==> src/rtl/store_align_unit.sv <==
// ---------------------------------------------------------------------------
// store_align_unit
//
// Purpose:
//   Turns a RISC-V store (sb/sh/sw) from the MEM stage into one or two
//   word-aligned data-memory write beats with lane-aligned data and byte
//   enables. Illegal func3 codes are rejected with a one-cycle store_err
//   pulse and never reach memory.
//
// Configuration macro:
//   STORE_ALIGN_MISALIGN_SPLIT_EN
//     defined   : word-crossing stores go out as two beats (addr, addr+4)
//     undefined : word-crossing stores are rejected with store_err
//
// Ports:
//   clk        in   clock, rising edge
//   rst_n      in   asynchronous active-low reset
//   req_valid  in   store request present
//   req_ready  out  unit idle and able to accept a request
//   req_addr   in   store byte address (ADDR_W bits)
//   req_data   in   rs2 data, right-justified
//   req_func3  in   000 sb, 001 sh, 010 sw
//   mem_valid  out  write beat presented
//   mem_ready  in   memory accepts the current beat
//   mem_addr   out  word-aligned beat address
//   mem_wdata  out  lane-aligned write data (0 when no beat)
//   mem_be     out  byte enables, bit i = lane i (0 when no beat)
//   store_err  out  one-cycle pulse for a rejected store
//   busy       out  FSM is not idle
// ---------------------------------------------------------------------------
module store_align_unit #(
    parameter int ADDR_W = 32
) (
    input  logic              clk,
    input  logic              rst_n,
    input  logic              req_valid,
    output logic              req_ready,
    input  logic [ADDR_W-1:0] req_addr,
    input  logic [31:0]       req_data,
    input  logic [2:0]        req_func3,
    output logic              mem_valid,
    input  logic              mem_ready,
    output logic [ADDR_W-1:0] mem_addr,
    output logic [31:0]       mem_wdata,
    output logic [3:0]        mem_be,
    output logic              store_err,
    output logic              busy
);

    typedef enum logic [1:0] {
        IDLE  = 2'd0,
        BEAT0 = 2'd1,
        BEAT1 = 2'd2
    } state_t;

    state_t              state_q, state_d;
    logic [ADDR_W-3:0]   waddr_q, waddr_d;
    logic [1:0]          off_q, off_d;
    logic [31:0]         data_q, data_d;
    logic [3:0]          mask_q, mask_d;
    logic                cross_q, cross_d;
    logic                err_q, err_d;

    logic                reqLegal;
    logic                reqCross;
    logic [3:0]          reqMask;
    logic [31:0]         reqDataSized;
    logic [63:0]         wideData;
    logic [7:0]          wideBe;
    logic [ADDR_W-3:0]   nextWaddr;

    // Decode the incoming request: access-size mask, data trimmed to the
    // access size, and whether the access runs past the end of its word.
    always_comb begin
        reqLegal     = 1'b1;
        reqMask      = 4'b0000;
        reqDataSized = 32'd0;
        case (req_func3)
            3'b000: begin
                reqMask      = 4'b0001;
                reqDataSized = {24'd0, req_data[7:0]};
            end
            3'b001: begin
                reqMask      = 4'b0011;
                reqDataSized = {16'd0, req_data[15:0]};
            end
            3'b010: begin
                reqMask      = 4'b1111;
                reqDataSized = req_data;
            end
            default: reqLegal = 1'b0;
        endcase
        reqCross = ((req_func3 == 3'b001) && (req_addr[1:0] == 2'd3)) ||
                   ((req_func3 == 3'b010) && (req_addr[1:0] != 2'd0));
    end

    // Next-state logic. Request fields are captured only on acceptance;
    // rejected requests raise err for exactly one cycle and stay in IDLE.
    always_comb begin
        state_d = state_q;
        waddr_d = waddr_q;
        off_d   = off_q;
        data_d  = data_q;
        mask_d  = mask_q;
        cross_d = cross_q;
        err_d   = 1'b0;
        case (state_q)
            IDLE: begin
                if (req_valid) begin
                    if (!reqLegal) begin
                        err_d = 1'b1;
                    end
`ifdef STORE_ALIGN_MISALIGN_SPLIT_EN
                    else begin
`else
                    else if (reqCross) begin
                        err_d = 1'b1;
                    end else begin
`endif
                        waddr_d = req_addr[ADDR_W-1:2];
                        off_d   = req_addr[1:0];
                        data_d  = reqDataSized;
                        mask_d  = reqMask;
                        cross_d = reqCross;
                        state_d = BEAT0;
                    end
                end
            end
            BEAT0: begin
                if (mem_ready) begin
                    state_d = cross_q ? BEAT1 : IDLE;
                end
            end
            BEAT1: begin
                if (mem_ready) begin
                    state_d = IDLE;
                end
            end
            default: state_d = IDLE;
        endcase
    end

    // State and captured request registers.
    always_ff @(posedge clk or negedge rst_n) begin
        if (!rst_n) begin
            state_q <= IDLE;
            waddr_q <= '0;
            off_q   <= 2'd0;
            data_q  <= 32'd0;
            mask_q  <= 4'd0;
            cross_q <= 1'b0;
            err_q   <= 1'b0;
        end else begin
            state_q <= state_d;
            waddr_q <= waddr_d;
            off_q   <= off_d;
            data_q  <= data_d;
            mask_q  <= mask_d;
            cross_q <= cross_d;
            err_q   <= err_d;
        end
    end

    // The store is laid out across a doubleword window: the low half is the
    // first beat, the high half holds whatever spilled into the next word.
    // Outputs depend only on registered state, so they stay stable while
    // the memory stalls and clear immediately on reset.
    always_comb begin
        wideData  = {32'd0, data_q} << {off_q, 3'b000};
        wideBe    = {4'd0, mask_q} << off_q;
        nextWaddr = waddr_q + {{(ADDR_W-3){1'b0}}, 1'b1};
        mem_valid = 1'b0;
        mem_addr  = '0;
        mem_wdata = 32'd0;
        mem_be    = 4'd0;
        case (state_q)
            BEAT0: begin
                mem_valid = 1'b1;
                mem_addr  = {waddr_q, 2'b00};
                mem_wdata = wideData[31:0];
                mem_be    = wideBe[3:0];
            end
            BEAT1: begin
                mem_valid = 1'b1;
                mem_addr  = {nextWaddr, 2'b00};
                mem_wdata = wideData[63:32];
                mem_be    = wideBe[7:4];
            end
            default: ;
        endcase
    end

    assign req_ready = (state_q == IDLE);
    assign busy      = (state_q != IDLE);
    assign store_err = err_q;

endmodule

==> config.mk <==
export PLATFORM = sky130hd
export DESIGN_NAME = store_align_unit
export DESIGN_NICKNAME = d
export VERILOG_FILES = /design/src/rtl/store_align_unit.sv
export SDC_FILE = /design/constraint.sdc
export NUM_CORES = 1
export LEC_CHECK = 0
export BUFFER_PORTS_ARGS = -buffer_cell sky130_fd_sc_hd__buf_2
export CAP_MARGIN = 20
export CORE_MARGIN = 2
export CORE_UTILIZATION = 46
export CTS_BUF_LIST = sky130_fd_sc_hd__clkbuf_4 sky130_fd_sc_hd__clkbuf_8
export DETAILED_ROUTE_END_ITERATION = 12
export HOLD_SLACK_MARGIN = 0.05
export PLACE_DENSITY = 0.79
export REMOVE_ABC_BUFFERS = 1
export SLEW_MARGIN = 10
export SYNTH_ARGS = -nofsm -noshare
export SYNTH_HDL_FRONTEND = slang
export SYNTH_SLANG_ARGS = --single-unit
==> constraint.sdc <==
create_clock -name clk -period 1.4 [get_ports clk]
set_input_delay 0.14 -clock clk [delete_from_list [all_inputs] [get_ports clk]]
set_output_delay 0.14 -clock clk [all_outputs]
set_load 0.01 [all_outputs]
==> results.yml <==
floorplanning:
  num_rows: 32
  start_util: 0.4784
  num_io_pins: 143
  die-area_um2: 8856
  die_h_um: 94.11
  core_area_um2: 7807
  die_w_um: 94.11
drt:
  wl_per_cell_um: 19.88
  wl_um: 12590
  vias: 3338
  drt_iter0_drc: 103
  drc: 0
  drt-vias-per-instance: 5.273
  drtPass1Iterations: 4
  ant_nets: 0
setup_path:
  reg2reg_depth: 5
  crit_path_start_kind: "register"
  end_kind: "register"
  worstSetupPathType: "reg -> reg"
  worstPathArrival_ns: 1.99
  reg2reg_from: "state_q[0]"
  critPathLaunch: "state_q[0]"
  required_ns: 1.62
  path_cells: "buf_6, nor3b_4, o211a_4, clkbuf_16, mux2_4"
  crit_fanout: 8
  cpPeakStageDelay_ns: 0.46
  endpoint: "data_q[9]"
  ff2ff_setup_slack_ns: -0.37
  cpMaxStageDelayCell: "dfrtp_2"
  reg2reg_to: "data_q[9]"
outcome:
  status: "finished with violations"
  violations: "setup timing"
place:
  hpwl_um: 6669
  dp_slack_ns: -0.1915
  dp.cells: 541
  gp_congestion: 0.7590
  portBuffers: 140
logic_synthesis:
  syn_inst: 299
  ys_warn_count: 0
  yosys.cell_types.count: 30
  synth_area_um2: 3735
  syn_avg_cell_area_um2: 12.49
  synth-seq-area-share: 0.4623
  ys_ff_latch: 69
clock_tree:
  clock_sinks: 69
  h-tree-depth: 3
  cts_tree: "yes"
  clkTransAtPathRegs_ns: 0.08
  cts_root_buf: "clkbuf_8"
  cts_buffer_depth: 2
  clkLatencyLatePin_ns: 0.33
  cts_buffers: 9
cells_and_area:
  nFillCells: 474
  antennaDiodeCount: 0
  final_util: 0.7885
  drive_gt1_frac: 0.5763
  area_delta_synth_final_pct: 64.82
  nNetsFinal: 597
  final_cells: 633
power_and_ir_drop:
  seqPwrFrac: 0.385
  p_leak_nw: 3.071
  comb_power_share: 0.361
  worst_ir_drop_vdd_mv: 0.6170
  p_int_w: 0.004996
  switching_power_w: 0.002204
  power_density_nw_per_um2: 1170
  p_clk_frac: 0.254
  swShare: 0.3061
flow_run:
  cap_viol_max_count: 0
sta:
  setup_violations: 120
  relSlewSlack: 0.5019
  fmax_mhz: 563.6
  rsz0062_at_grt: "yes"
  clock_skew_ns: 0.01178
  post-route-period-util: 1.267
  worstMarginPinSlew_ns: 0.7447
  layout_setup_ws_ns: -0.3744
  hold_violations: 0
  period_needed_ns: 1.774
  drv_slew: 0
grt:
  grt_max_degree: 70
  grt_pass1_vias: 3497
  grt_antenna_before_repair: 1
  overflow: 0
  grt_pass1_wl_um: 18010
  gr-usage-all-layers: 0.2690
min_path:
  hp-class: "in -> reg"
==> placed cells by master, fill, tap and decap left out, types with 2 or more instances in the layout <==
cell type	instances
buf_2	123
dfrtp_1	66
dlygate4sd3_1	56
mux2_4	46
buf_6	26
and2_1	21
nor2_1	20
and2_4	18
buf_4	17
a22o_1	16
a211oi_2	12
buf_12	11
mux2i_1	10
clkbuf_8	10
a2bb2oi_1	8
and3b_1	8
mux2i_2	7
clkbuf_16	7
nor2b_1	6
a211oi_1	5
nor2b_2	3
mux2_2	3
dfrtp_2	3
clkinvlp_4	2
nand2b_4	2
a21oi_1	2
conb_1	2
clkinv_2	2
bufinv_16	2
==> power groups by stage <==
stage               combinational [W]  clock, W  sequential (W)
floorplan                     0.00112         0         0.00273
global placement              0.00190         0         0.00270
detailed placement            0.00196         0         0.00271
CTS                           0.00236   0.00182         0.00271
global route                  0.00276   0.00193         0.00282
finish                        0.00260   0.00183         0.00277
==> logic make-up after synthesis <==
family | share of synthesized area
and+or+nand+nor | 0.1317
muxes | 0.2372
other | 0.001004
DFF | 0.4623
buffers and inverters | 0.05662
AOI/OAI and AO/OA | 0.1089
xor gates and xnor gates | 0.002345
==> critical path: cells and delay by family, from the launching register on <==
family / cells / cell delay, ns
AO/OA/AOI/OAI: 1 / 0.34
buffers and inverters: 2 / 0.35
AND/OR/NAND/NOR: 1 / 0.20
flip-flops: 1 / 0.46
multiplexers: 1 / 0.30
==> through the flow <==
stage	setup TNS [ns]	instance area, um2	power, W	hold WS, ns
detailed placement	-4.081	4666	0.004674	0.1882
global placement	-0.8907	4666	0.004601	0.1880
finish	-34.02	6156	0.007200	0.08371
floorplan	-83.33	3535	0.003851	-0.1556
global route	-38.79	6156	0.007502	0.07821
CTS	-28.72	5878	0.006899	0.06028
==> synth_stat cells <==
cell type  number  area share
and4_1          1      0.0023
buf_2           6      0.0080
inv_1           2      0.0020
nor2_2          1      0.0017
mux2_2          8       0.024
o21ai_1         1      0.0013
o21ai_0         1      0.0013
o211a_1         2      0.0054
buf_12          4       0.021
a211oi_1       17       0.034
clkbuf_1        8      0.0080
and3b_1         8       0.019
mux2_4         41        0.16
xor2_1          1      0.0023
nor2b_1        10       0.017
a21oi_1         2      0.0027
buf_1           2      0.0020
o211ai_2        1      0.0033
dfrtp_1        69        0.46
buf_4           6       0.012
and2_1         39       0.065
nand2b_1        2      0.0033
nor2_1         20       0.020
a21o_1          1      0.0020
mux2i_1        18       0.048
buf_6           1      0.0030
a22o_1         16       0.038
conb_1          1      0.0010
nor3b_2         1      0.0033
a2bb2oi_1       9       0.021
==> repair_timing <==
item / in CTS / in global routing
setup endpoints to repair: 124 / 137
cloned: 5 / 8
buffers inserted: 8 / 4
gates resized for setup: 65 / 45
endpoints found under the hold margin: 124 / 0
pin swaps: 7 / 19
hold buffers: 56 / 0
==> how the worst min path moves through the flow <==
stage	startpoint	end	slack (ns)	depth (start not counted)
2_1_floorplan	rst_n	data_q[0]	-0.16	0
3_3_place_gp	rst_n	data_q[2]	0.19	2
3_5_place_dp	rst_n	data_q[10]	0.19	2
4_1_cts	req_valid	store_err	0.06	2
5_1_grt	req_valid	store_err	0.08	2
6_report	req_valid	store_err	0.08	2
==> layout make-up <==
cell class                 instances  area [um2]  share of cell area
tap                              102       127.6             0.02073
clock buffer                      10       137.6             0.02236
inverter                           2       11.26            0.001829
timing repair buffer             242        2034              0.3305
multi-input combinational        202        2028              0.3295
clock inverter                     6       86.33             0.01402
sequential                        69        1730              0.2811
==> routing by layer <==
layer  up-vias  part of all wire  GRT usage
li1       1516                 -          -
met1      1641              0.41     0.3276
met2       158              0.51     0.4774
met3        21             0.064    0.06019
met4         2             0.015    0.07488
met5         -            0.0010          0
==> state kept, by name, indices dropped and copies added, names as in the netlist <==
register / cells
data_q: 32
mask_q: 3
off_q: 2
state_q: 1
store_err: 1
waddr_q: 30
(Power assumes the default switching activity.)
